**src/rtl/accelerator_pkg.sv**
```systemverilog
// Shared types and constants for the accelerator Avalon-MM master.
package accelerator_pkg;

    localparam int unsigned WORD_BYTES = 4;

    typedef enum logic [2:0] {
        IDLE    = 3'd0,
        RD_REQ  = 3'd1,
        RD_WAIT = 3'd2,
        WR_REQ  = 3'd3,
        NEXT    = 3'd4,
        FINISH  = 3'd5
    } state_e;

    typedef enum logic [1:0] {
        MODE_COPY  = 2'b00,
        MODE_INV   = 2'b01,
        MODE_BSWAP = 2'b10,
        MODE_ZERO  = 2'b11
    } mode_e;

endpackage

```
**src/rtl/accelerator_word_transform.sv**
```systemverilog
// Per-word data transform applied between the read return and the write.
module accelerator_word_transform
    import accelerator_pkg::*;
(
    input  logic [1:0]  mode,
    input  logic [31:0] word_in,
    output logic [31:0] word_c
);

    always_comb begin
        word_c = word_in;
        case (mode_e'(mode))
            MODE_COPY:  word_c = word_in;
            MODE_INV:   word_c = ~word_in;
            MODE_BSWAP: word_c = {word_in[7:0], word_in[15:8], word_in[23:16], word_in[31:24]};
            MODE_ZERO:  word_c = 32'd0;
            default:    word_c = word_in;
        endcase
    end

endmodule

```
**src/rtl/accelerator_master.sv**
```systemverilog
// Avalon-MM master: on a START rising edge, reads LENGTH words from SRC,
// transforms each one and writes it to DST, then pulses DONE.
module accelerator_master
    import accelerator_pkg::*;
#(
    parameter int unsigned AVM_DATA_WIDTH    = 32,
    parameter int unsigned AVM_ADDRESS_WIDTH = 32,
    parameter int unsigned LEN_WIDTH         = 16
) (
    input  logic                         CSI_CLOCK_CLK,
    input  logic                         CSI_CLOCK_RESET,
    input  logic                         START,
    output logic                         DONE,
    output logic                         BUSY,
    input  logic [31:0]                  CONTROL_REG,
    input  logic [31:0]                  SRC_ADDR,
    input  logic [31:0]                  DST_ADDR,
    input  logic [31:0]                  LENGTH,
    output logic [AVM_ADDRESS_WIDTH-1:0] AVM_AVALONMASTER_ADDRESS,
    output logic                         AVM_AVALONMASTER_READ,
    output logic                         AVM_AVALONMASTER_WRITE,
    input  logic                         AVM_AVALONMASTER_WAITREQUEST,
    input  logic [AVM_DATA_WIDTH-1:0]    AVM_AVALONMASTER_READDATA,
    input  logic                         AVM_AVALONMASTER_READDATAVALID,
    output logic [AVM_DATA_WIDTH-1:0]    AVM_AVALONMASTER_WRITEDATA
);

    localparam int unsigned AW = AVM_ADDRESS_WIDTH;
    localparam int unsigned DW = AVM_DATA_WIDTH;
    localparam int unsigned LW = LEN_WIDTH;

    state_e          state_q,     state_d;
    logic            start_dly_q, start_dly_d;
    logic [AW-1:0]   src_ptr_q,   src_ptr_d;
    logic [AW-1:0]   dst_ptr_q,   dst_ptr_d;
    logic [LW-1:0]   len_q,       len_d;
    logic [LW-1:0]   cnt_q,       cnt_d;
    logic [1:0]      mode_q,      mode_d;
    logic [AW-1:0]   address_q,   address_d;
    logic            read_q,      read_d;
    logic            write_q,     write_d;
    logic [DW-1:0]   wdata_q,     wdata_d;
    logic            done_q,      done_d;
    logic            busy_q,      busy_d;
    logic            accept_c;
    logic [31:0]     xform_word_c;

    // Register bits that carry no meaning for this stage
    logic unused_bits_c;
    assign unused_bits_c = ^{CONTROL_REG[31:3], CONTROL_REG[0], LENGTH[31:LW]};

    accelerator_word_transform u_xform (
        .mode    (mode_q),
        .word_in (AVM_AVALONMASTER_READDATA),
        .word_c  (xform_word_c)
    );

    always_comb begin
        state_d     = state_q;
        start_dly_d = START;
        src_ptr_d   = src_ptr_q;
        dst_ptr_d   = dst_ptr_q;
        len_d       = len_q;
        cnt_d       = cnt_q;
        mode_d      = mode_q;
        wdata_d     = wdata_q;
        done_d      = 1'b0;
        accept_c    = START & ~start_dly_q & (state_q == IDLE);

        case (state_q)
            IDLE: begin
                if (accept_c) begin
                    src_ptr_d = AW'(SRC_ADDR);
                    dst_ptr_d = AW'(DST_ADDR);
                    len_d     = LENGTH[LW-1:0];
                    mode_d    = CONTROL_REG[2:1];
                    cnt_d     = '0;
                    state_d   = (LENGTH[LW-1:0] == '0) ? FINISH : RD_REQ;
                end
            end
            RD_REQ: begin
                if (!AVM_AVALONMASTER_WAITREQUEST) state_d = RD_WAIT;
            end
            RD_WAIT: begin
                if (AVM_AVALONMASTER_READDATAVALID) begin
                    wdata_d = DW'(xform_word_c);
                    state_d = WR_REQ;
                end
            end
            WR_REQ: begin
                if (!AVM_AVALONMASTER_WAITREQUEST) state_d = NEXT;
            end
            NEXT: begin
                src_ptr_d = src_ptr_q + AW'(WORD_BYTES);
                dst_ptr_d = dst_ptr_q + AW'(WORD_BYTES);
                cnt_d     = cnt_q + LW'(1);
                state_d   = (cnt_d == len_q) ? FINISH : RD_REQ;
            end
            FINISH: begin
                done_d  = 1'b1;
                state_d = IDLE;
            end
            default: state_d = IDLE;
        endcase

        // Bus outputs follow the upcoming state so they are valid for that whole cycle
        read_d    = (state_d == RD_REQ);
        write_d   = (state_d == WR_REQ);
        address_d = address_q;
        if (read_d) begin
            address_d = {src_ptr_d[AW-1:2], 2'b00};
        end else if (write_d) begin
            address_d = {dst_ptr_d[AW-1:2], 2'b00};
        end
        busy_d = (state_d != IDLE) | done_d;
    end

    always_ff @(posedge CSI_CLOCK_CLK or posedge CSI_CLOCK_RESET) begin
        if (CSI_CLOCK_RESET) begin
            state_q     <= IDLE;
            start_dly_q <= 1'b0;
            src_ptr_q   <= '0;
            dst_ptr_q   <= '0;
            len_q       <= '0;
            cnt_q       <= '0;
            mode_q      <= 2'b00;
            address_q   <= '0;
            read_q      <= 1'b0;
            write_q     <= 1'b0;
            wdata_q     <= '0;
            done_q      <= 1'b0;
            busy_q      <= 1'b0;
        end else begin
            state_q     <= state_d;
            start_dly_q <= start_dly_d;
            src_ptr_q   <= src_ptr_d;
            dst_ptr_q   <= dst_ptr_d;
            len_q       <= len_d;
            cnt_q       <= cnt_d;
            mode_q      <= mode_d;
            address_q   <= address_d;
            read_q      <= read_d;
            write_q     <= write_d;
            wdata_q     <= wdata_d;
            done_q      <= done_d;
            busy_q      <= busy_d;
        end
    end

    assign DONE                       = done_q;
    assign BUSY                       = busy_q;
    assign AVM_AVALONMASTER_ADDRESS   = address_q;
    assign AVM_AVALONMASTER_READ      = read_q;
    assign AVM_AVALONMASTER_WRITE     = write_q;
    assign AVM_AVALONMASTER_WRITEDATA = wdata_q;

endmodule
```
**config.mk**
```make
export PLATFORM = sky130hd
export DESIGN_NAME = accelerator_master
export DESIGN_NICKNAME = d
export VERILOG_FILES = /design/src/rtl/accelerator_pkg.sv /design/src/rtl/accelerator_word_transform.sv /design/src/rtl/accelerator_master.sv
export SDC_FILE = /design/constraint.sdc
export NUM_CORES = 1
export LEC_CHECK = 0
export CORE_MARGIN = 4
export CORE_UTILIZATION = 52
export CTS_BUF_LIST = sky130_fd_sc_hd__clkbuf_4 sky130_fd_sc_hd__clkbuf_8
export DETAILED_ROUTE_END_ITERATION = 10
export GPL_ROUTABILITY_DRIVEN = 1
export PLACE_DENSITY = 0.88
export SLEW_MARGIN = 10
export SYNTH_ARGS = -nofsm -noshare
export SYNTH_HDL_FRONTEND = slang
export SYNTH_SLANG_ARGS = --single-unit
```
**constraint.sdc**
```tcl
create_clock -name CSI_CLOCK_CLK -period 5.5 [get_ports CSI_CLOCK_CLK]
set_clock_uncertainty 0.05 [all_clocks]
set_input_delay 0.55 -clock CSI_CLOCK_CLK [delete_from_list [all_inputs] [get_ports CSI_CLOCK_CLK]]
set_output_delay 0.55 -clock CSI_CLOCK_CLK [all_outputs]
set_load 0.1 [all_outputs]
```
==> results of run 1 <==
-- cell families after synthesis --
kind of cell,share of synthesized area
other,0.000381
adder cells (fa/ha/maj),0.00381
AND/OR/NAND/NOR,0.185
multiplexers,0.100
buffers and inverters,0.0494
flip-flops,0.416
AO/OA/AOI/OAI,0.228
XOR/XNOR,0.0178
-- path summary, 6_finish.rpt --
check                                               start                        endpoint  slack [ps]  cells after the start
max                                              cnt_q[0]     AVM_AVALONMASTER_ADDRESS[4]        2000                      8
min                        AVM_AVALONMASTER_WRITEDATA[31]  AVM_AVALONMASTER_WRITEDATA[31]         440                      1
max reg2reg                                      cnt_q[0]     AVM_AVALONMASTER_ADDRESS[4]        2000                      8
min reg2reg                AVM_AVALONMASTER_WRITEDATA[31]  AVM_AVALONMASTER_WRITEDATA[31]         440                      1
max in group asynchronous                 CSI_CLOCK_RESET                   src_ptr_q[31]        3780                      3
min in group asynchronous                 CSI_CLOCK_RESET     AVM_AVALONMASTER_ADDRESS[7]         570                      2
-- metal layers --
| metal | vias up | share of wire |
|---|---|---|
| li1 | 4347 | - |
| met1 | 4420 | 0.42 |
| met2 | 519 | 0.46 |
| met3 | 69 | 0.086 |
| met4 | 0 | 0.033 |
| met5 | - | 0 |
-- through the flow --
step / instances / cell area (µm²)
detailed placement: 1448 / 11700
global route: 1480 / 12200
floorplan: 1107 / 9860
global placement: 1448 / 11700
finish: 1480 / 12200
CTS: 1480 / 12200
-- layout make-up --
class,instances,share of cell area
clock inverter,11,0.0143
sequential,164,0.338
timing repair buffer,197,0.159
tap,234,0.0241
inverter,26,0.00844
multi-input combinational,827,0.435
clock buffer,21,0.0222
-- flip-flops by register name, indices dropped and copies added, names as in the netlist --
signal and cells:
AVM_AVALONMASTER_WRITEDATA 32, BUSY 1, AVM_AVALONMASTER_READ 1, DONE 1, start_dly_q 1, state_q 3
src_ptr_q 30, AVM_AVALONMASTER_WRITE 1, AVM_AVALONMASTER_ADDRESS 30, mode_q 2, dst_ptr_q 30, cnt_q 16
len_q 16
-- cells in the mapped netlist, drive strengths merged (9+ instances only) --
| library cell | count | area share |
|---|---|---|
| nor2 | 68 | 0.027 |
| o221ai | 33 | 0.029 |
| o22ai | 41 | 0.026 |
| and3 | 17 | 0.011 |
| mux2 | 28 | 0.032 |
| mux2i | 67 | 0.068 |
| nor3 | 19 | 0.0096 |
| dfrtp | 164 | 0.42 |
| buf | 30 | 0.017 |
| or3 | 11 | 0.0075 |
| o21a | 37 | 0.028 |
| o211ai | 9 | 0.0069 |
| a22oi | 9 | 0.0069 |
| nor4 | 11 | 0.0076 |
| inv | 26 | 0.0099 |
| xnor2 | 12 | 0.011 |
| nand2 | 154 | 0.059 |
| clkbuf | 60 | 0.023 |
| o21ai | 63 | 0.032 |
| nand4 | 14 | 0.0095 |
| o22a | 23 | 0.020 |
| a21oi | 65 | 0.033 |
| nand3 | 44 | 0.024 |
-- power groups by stage --
stage | clock network [W] | registers, W | logic [W]
floorplan | 0 | 0.00364 | 0.00196
global placement | 0 | 0.00220 | 0.00437
detailed placement | 0 | 0.00222 | 0.00446
CTS | 0.000999 | 0.00221 | 0.00447
global route | 0.00105 | 0.00229 | 0.00475
finish | 0.000986 | 0.00222 | 0.00448
==> load_flow_metrics.sql, run 1 <==
INSERT INTO impl_metrics (metric_group, metric, value, unit) VALUES
('worst_setup_path', 'start_kind', 'flop', ''),
('timing', 'finalSetupTns', '0', 'ps'),
('placement', 'pre_cts_ws', '2050', 'ps'),
('timing', 'setup_viol', '0', ''),
('timing', 'max_slew_margin', '0.194', ''),
('detailed_routing', 'postRouteAntennaNets', '0', ''),
('floorplan', 'placementRows', '50', ''),
('synth', 'synth-main-ff-cell', 'dfrtp_1', ''),
('synth', 'ys_async_rst_share', '1.00', ''),
('floorplan', 'io_pins', '233', ''),
('floorplan', 'die_area', '21200', 'µm²'),
('timing', 'setup_repair_after_global_routing_missed_its_margin', 'no', ''),
('global_routing', 'gr-usage-met1', '0.363', ''),
('worst_setup_path', 'worstPathCellList', 'ha_1, nand3_2, o21a_1, or4_4, a2111oi_4, o2111ai_2, nand3_4, mux2_1', ''),
('global_routing', 'global_route.usage.total', '0.265', ''),
('pwr', 'internal-power', '0.00363', 'W'),
('detailed_routing', 'vias', '9355', ''),
('cts', 'cts_resized', '0', ''),
('placement', 'routabilityCongestion', '0.892', ''),
('pwr', 'comb_power_share', '0.583', ''),
('floorplan', 'chipWidth', '146', 'µm'),
('global_routing', 'grt_max_degree', '94', ''),
('cts', 'clk_latency', '470', 'ps'),
('synth', 'yosys_register_bits', '164', ''),
('synth', 'avgSynthCellArea', '8.91', 'µm²'),
('worst_setup_path', 'cp.buffers_inverters', '0', ''),
('global_routing', 'grt_pass1_vias', '8926', ''),
('global_routing', 'gr-total-overflow', '0', ''),
('synth', 'synth_enable_flop_cells', '0', ''),
('cells_and_area', 'most_common_library_cell_in_the_layout_ignoring_fill_and_taps', 'clkdlybuf4s50_1', ''),
('worst_setup_path', 'kind_of_end_point_of_the_critical_path', 'flop', ''),
('synth', 'netlist_area', '9850', 'µm²'),
('pwr', 'worst_ir_drop_vdd', '0.577', 'mV'),
('cts', 'ctsHtreeMaxLevel', '4', ''),
('worst_setup_path', 'timing.critical_path.fanout_max', '32', ''),
('worst_setup_path', 'critical_path.top_delay_family', 'simple AND/OR/NAND/NOR gates', ''),
('pwr', 'power_frac_clock', '0.128', ''),
('worst_setup_path', 'worst-endpoint-required', '5800', 'ps'),
('detailed_routing', 'firstDrtPassIters', '5', ''),
('detailed_routing', 'route.final.wire_length', '28700', 'µm'),
('worst_setup_path', 'crit_slowest_cell', 'or4_4', ''),
('cells_and_area', 'nFillCells', '1496', ''),
('timing', 'max_freq', '286', 'MHz'),
('global_routing', 'gr-usage-met3', '0.0520', ''),
('floorplan', 'initial_core_util', '0.529', ''),
('placement', 'post-dp-hpwl', '19900', 'µm'),
('flow_run', 'maxCapViolations', '0', ''),
('cts', 'cts_buffer_depth', '2', ''),
('cts', 'cts_hold_repair.buffers', '0', ''),
('synth', 'yosysWarnings', '0', ''),
('detailed_routing', 'drt-wirelength-per-cell', '19.4', 'µm'),
('global_routing', 'initial_antenna_violation_count', '0', ''),
('timing', 'worst-slew-pin-transition', '1210', 'ps'),
('timing', 'final.hold.worst_slack', '443', 'ps'),
('timing', 'max_slew_violation_count', '0', ''),
('timing', 'final_min_period_over_clock_period', '0.636', ''),
('worst_setup_path', 'crit_type', 'reg2reg', ''),
('floorplan', 'die-height', '146', 'µm'),
('cts', 'post_cts.repair.setup_buffers', '0', ''),
('pwr', 'design_power_total', '0.00769', 'W'),
('global_routing', 'grt_pass1_wl', '46100', 'µm'),
('pwr', 'pwr_density_cell', '633', 'nW/µm²'),
('cts', 'cts.root.buffer_cell', 'clkbuf_8', ''),
('worst_setup_path', 'worst-endpoint-arrival', '3790', 'ps'),
('run_status', 'outcome', 'finished clean', ''),
('cts', 'cts_buffers', '17', ''),
('cells_and_area', 'antennaDiodeCount', '0', ''),
('cells_and_area', 'final_cell_mix', '180 x clkdlybuf4s50_1, 163 x dfrtp_1, 154 x nand2_1', ''),
('synth', 'synth_cell_type_count', '77', ''),
('cts', 'cts_tree', 'yes', ''),
('cts', 'path_clk_slew', '90', 'ps');
No activity file was read; power rests on OpenSTA's default activity.
==> run 2: changes to the inputs <==
--- a/config.mk
+++ b/config.mk
@@ -6,11 +6,11 @@
 export NUM_CORES = 1
 export LEC_CHECK = 0
 export CORE_MARGIN = 4
-export CORE_UTILIZATION = 52
+export CORE_UTILIZATION = 47
 export CTS_BUF_LIST = sky130_fd_sc_hd__clkbuf_4 sky130_fd_sc_hd__clkbuf_8
 export DETAILED_ROUTE_END_ITERATION = 10
 export GPL_ROUTABILITY_DRIVEN = 1
-export PLACE_DENSITY = 0.88
+export PLACE_DENSITY = 0.84
 export SLEW_MARGIN = 10
 export SYNTH_ARGS = -nofsm -noshare
 export SYNTH_HDL_FRONTEND = slang
==> constraint.sdc (replaced) <==
create_clock -name CSI_CLOCK_CLK -period 3.2 [get_ports CSI_CLOCK_CLK]
set_clock_uncertainty 0.05 [all_clocks]
set_input_delay 0.32 -clock CSI_CLOCK_CLK [delete_from_list [all_inputs] [get_ports CSI_CLOCK_CLK]]
set_output_delay 0.32 -clock CSI_CLOCK_CLK [all_outputs]
set_load 0.1 [all_outputs]
==> run 2 against run 1 <==
  * Global-route usage down 2.0 points
  * Routed wire length up 3.9%
  * Count of clock-buffer cells in the layout down 1
  * Flip-flop and latch count unchanged
  * Via count up 1.5%
  * Critical path depth unchanged
  * Final area up 2.5%
  * Largest power group unchanged
  * Non-clock buffer count up 26
  * Sequential share of layout area down 0.84 points
  * Worst hold slack worse by 210 ps
  * First-iteration DRC count up 19%
  * Fmax up 15%
==> load_flow_metrics.sql, run 2 (same netlist as run 1, synthesis figures left out) <==
INSERT INTO impl_metrics (metric_group, metric, value, unit) VALUES
('pwr', 'seqPwrFrac', '0.282', ''),
('cells_and_area', 'most_common_library_cell_in_the_layout_ignoring_fill_and_taps', 'clkdlybuf4s50_1', ''),
('pwr', 'comb_power_share', '0.596', ''),
('global_routing', 'grt_max_degree', '66', ''),
('cells_and_area', 'synthToLayoutAreaGrowth', '26.5', '%'),
('cells_and_area', 'final_layout_size_suffix_gt1_frac', '0.0887', ''),
('cells_and_area', 'final_nets', '1429', ''),
('timing', 'setup_viol', '0', ''),
('floorplan', 'initial_core_util', '0.482', ''),
('global_routing', 'grt_pass1_wl', '47200', 'µm'),
('worst_setup_path', 'worst-endpoint-required', '3500', 'ps'),
('timing', 'max_slew_margin', '0.328', ''),
('worst_setup_path', 'worst_r2r_endpoint', 'AVM_AVALONMASTER_ADDRESS[14]', ''),
('placement', 'portBuffers', '180', ''),
('worst_setup_path', 'path_common_cell', 'nand3_2', ''),
('cts', 'cts_tree', 'yes', ''),
('detailed_routing', 'drt-wirelength-per-cell', '19.3', 'µm'),
('floorplan', 'core', '20400', 'µm²'),
('detailed_routing', 'via_per_inst', '6.15', ''),
('worst_setup_path', 'rr_startpoint', 'cnt_q[1]', ''),
('pwr', 'worst_ir_drop_vdd', '0.837', 'mV'),
('pwr', 'switching_share_of_power', '0.530', ''),
('pwr', 'design_power_total', '0.0134', 'W'),
('timing', 'final-hold-violation-count', '0', ''),
('worst_setup_path', 'crit_type', 'reg2reg', ''),
('worst_setup_path', 'cell_depth_of_the_worst_flop_to_flop_path', '8', ''),
('floorplan', 'chipWidth', '153', 'µm'),
('placement', 'post_dp_cell_area', '12000', 'µm²'),
('worst_setup_path', 'timing.critical_path.fanout_max', '5', ''),
('placement', 'routabilityCongestion', '0.903', ''),
('run_status', 'outcome', 'finished clean', ''),
('timing', 'fin_crit', '3040', 'ps'),
('global_routing', 'initial_antenna_violation_count', '1', ''),
('global_routing', 'global_route.usage.total', '0.246', ''),
('floorplan', 'io_pins', '233', ''),
('timing', 'final_min_period_over_clock_period', '0.951', ''),
('detailed_routing', 'vias', '9492', ''),
('pwr', 'pwr_density_cell', '1080', 'nW/µm²'),
('cts', 'cts_buffer_depth', '2', ''),
('cells_and_area', 'antennaDiodeCount', '0', ''),
('worst_setup_path', 'worst-endpoint-arrival', '3340', 'ps'),
('detailed_routing', 'firstDrtPassIters', '7', ''),
('cts', 'clk_latency', '480', 'ps'),
('cells_and_area', 'largest_reg_flops', '32', ''),
('cells_and_area', 'final_cell_mix', '177 x clkdlybuf4s50_1, 163 x dfrtp_1, 154 x nand2_1', ''),
('cts', 'tritoncts_sink_count', '164', ''),
('timing', 'final.hold.worst_slack', '230', 'ps'),
('cts', 'path_clk_slew', '90', 'ps'),
('pwr', 'internal-power', '0.00630', 'W'),
('worst_setup_path', 'kind_of_end_point_of_the_critical_path', 'flop', ''),
('timing', 'max_freq', '329', 'MHz'),
('timing', 'setup_repair_after_global_routing_missed_its_margin', 'no', ''),
('floorplan', 'die-height', '153', 'µm'),
('detailed_routing', 'detailedRoute.firstIterationViolations', '977', ''),
('cts', 'cts_buffers', '17', ''),
('global_routing', 'grt_pass1_vias', '8978', ''),
('placement', 'post-dp-hpwl', '20800', 'µm'),
('pwr', 'power.switching', '0.00710', 'W'),
('worst_setup_path', 'crit_path_max_incr_delay', '520', 'ps'),
('timing', 'max_slew_violation_count', '0', ''),
('worst_setup_path', 'ff2ff_setup_slack', '160', 'ps'),
('detailed_routing', 'postRouteAntennaNets', '0', ''),
('cts', 'cts.root.buffer_cell', 'clkbuf_8', ''),
('floorplan', 'die_area', '23300', 'µm²'),
('worst_setup_path', 'start_kind', 'flop', ''),
('cts', 'ctsHtreeMaxLevel', '4', ''),
('cells_and_area', 'final_cell_area', '12500', 'µm²'),
('worst_setup_path', 'crit_slowest_cell', 'or4_4', ''),
('timing', 'worst-slew-pin-transition', '1010', 'ps'),
('global_routing', 'gr-total-overflow', '0', ''),
('pwr', 'power_frac_clock', '0.122', ''),
('detailed_routing', 'route.final.wire_length', '29800', 'µm'),
('flow_run', 'maxCapViolations', '0', ''),
('floorplan', 'placementRows', '52', ''),
('pwr', 'total_leakage_power', '5.05', 'nW'),
('timing', 'finalSetupTns', '0', 'ps'),
('worst_hold_path', 'hold_path.class', 'in2async', ''),
('worst_setup_path', 'worstPathCellList', 'ha_1, nand3_2, o21a_1, or4_4, a2111oi_4, o2111ai_4, nand3_2, mux2_1', ''),
('cts', 'cts_hold_repair.buffers', '0', ''),
('detailed_routing', 'detail_route.drc_violations', '0', '');
run 2: cell count changes in the layout (fill, tap and decap cells not counted), sizes merged:
cell,before,now
clkinvlp,3,6
clkbuf,21,20
inv,28,25
nand3,44,46
buf,17,46
bufinv,4,3
clkdlybuf4s50,180,177
clkinv,2,4
run 2: worst max-delay path by stage:
stage	from	endpoint	slack [ps]	cells past startpoint
after floorplan	cnt_q[0]	AVM_AVALONMASTER_ADDRESS[10]	280	9
after CTS	cnt_q[1]	AVM_AVALONMASTER_ADDRESS[27]	80	9
after global placement	START	AVM_AVALONMASTER_ADDRESS[27]	70	8
after global routing	cnt_q[5]	AVM_AVALONMASTER_ADDRESS[27]	40	8
final	cnt_q[1]	AVM_AVALONMASTER_ADDRESS[14]	160	8
after detailed placement	START	AVM_AVALONMASTER_ADDRESS[25]	-8	8
run 2: layout make-up:
cell class	instances	area, µm²
sequential	164	4110
clock buffer	20	269
timing repair buffer	223	2170
tap	270	338
multi-input combinational	829	5330
inverter	26	101
clock inverter	12	155
fill	1745	7960
run 2: layer usage:
metal / routed length, µm / GRT usage
met1: 13000 / 0.339
met3: 2280 / 0.0494
met5: 13 / 0
met4: 836 / 0.0768
met2: 13700 / 0.392
run 2: repair_timing:
action | 4_1_cts | 5_1_grt
buffers inserted | 0 | 0
gates resized for setup | 0 | 5
endpoints found under the setup margin | 0 | 32
endpoints found under the hold margin | 0 | 0
run 2: power by group through the flow:
stage	clock [W]	sequential [W]	combinational, W
after global placement	0	0.00374	0.00773
after floorplan	0	0.00626	0.00337
after CTS	0.00165	0.00375	0.00791
after global routing	0.00173	0.00390	0.00846
after detailed placement	0	0.00378	0.00788
final	0.00163	0.00379	0.00799
run 2: critical path: cells and delay by family (launching register included):
kind / cells / cell delay (ps)
simple gates: 3 / 960
fa+ha+maj: 1 / 210
compound gates: 3 / 940
mux: 1 / 350
flops: 1 / 410
run 2: through the flow:
| stage | worst slack, ps | utilization | cells |
|---|---|---|---|
| after CTS | 80.9 | 0.608 | 1542 |
| after floorplan | 281 | - | 1107 |
| after detailed placement | -8.03 | 0.587 | 1510 |
| after global placement | 71.0 | 0.587 | 1510 |
| final | 158 | 0.610 | 1544 |
| after global routing | 40.8 | 0.610 | 1544 |
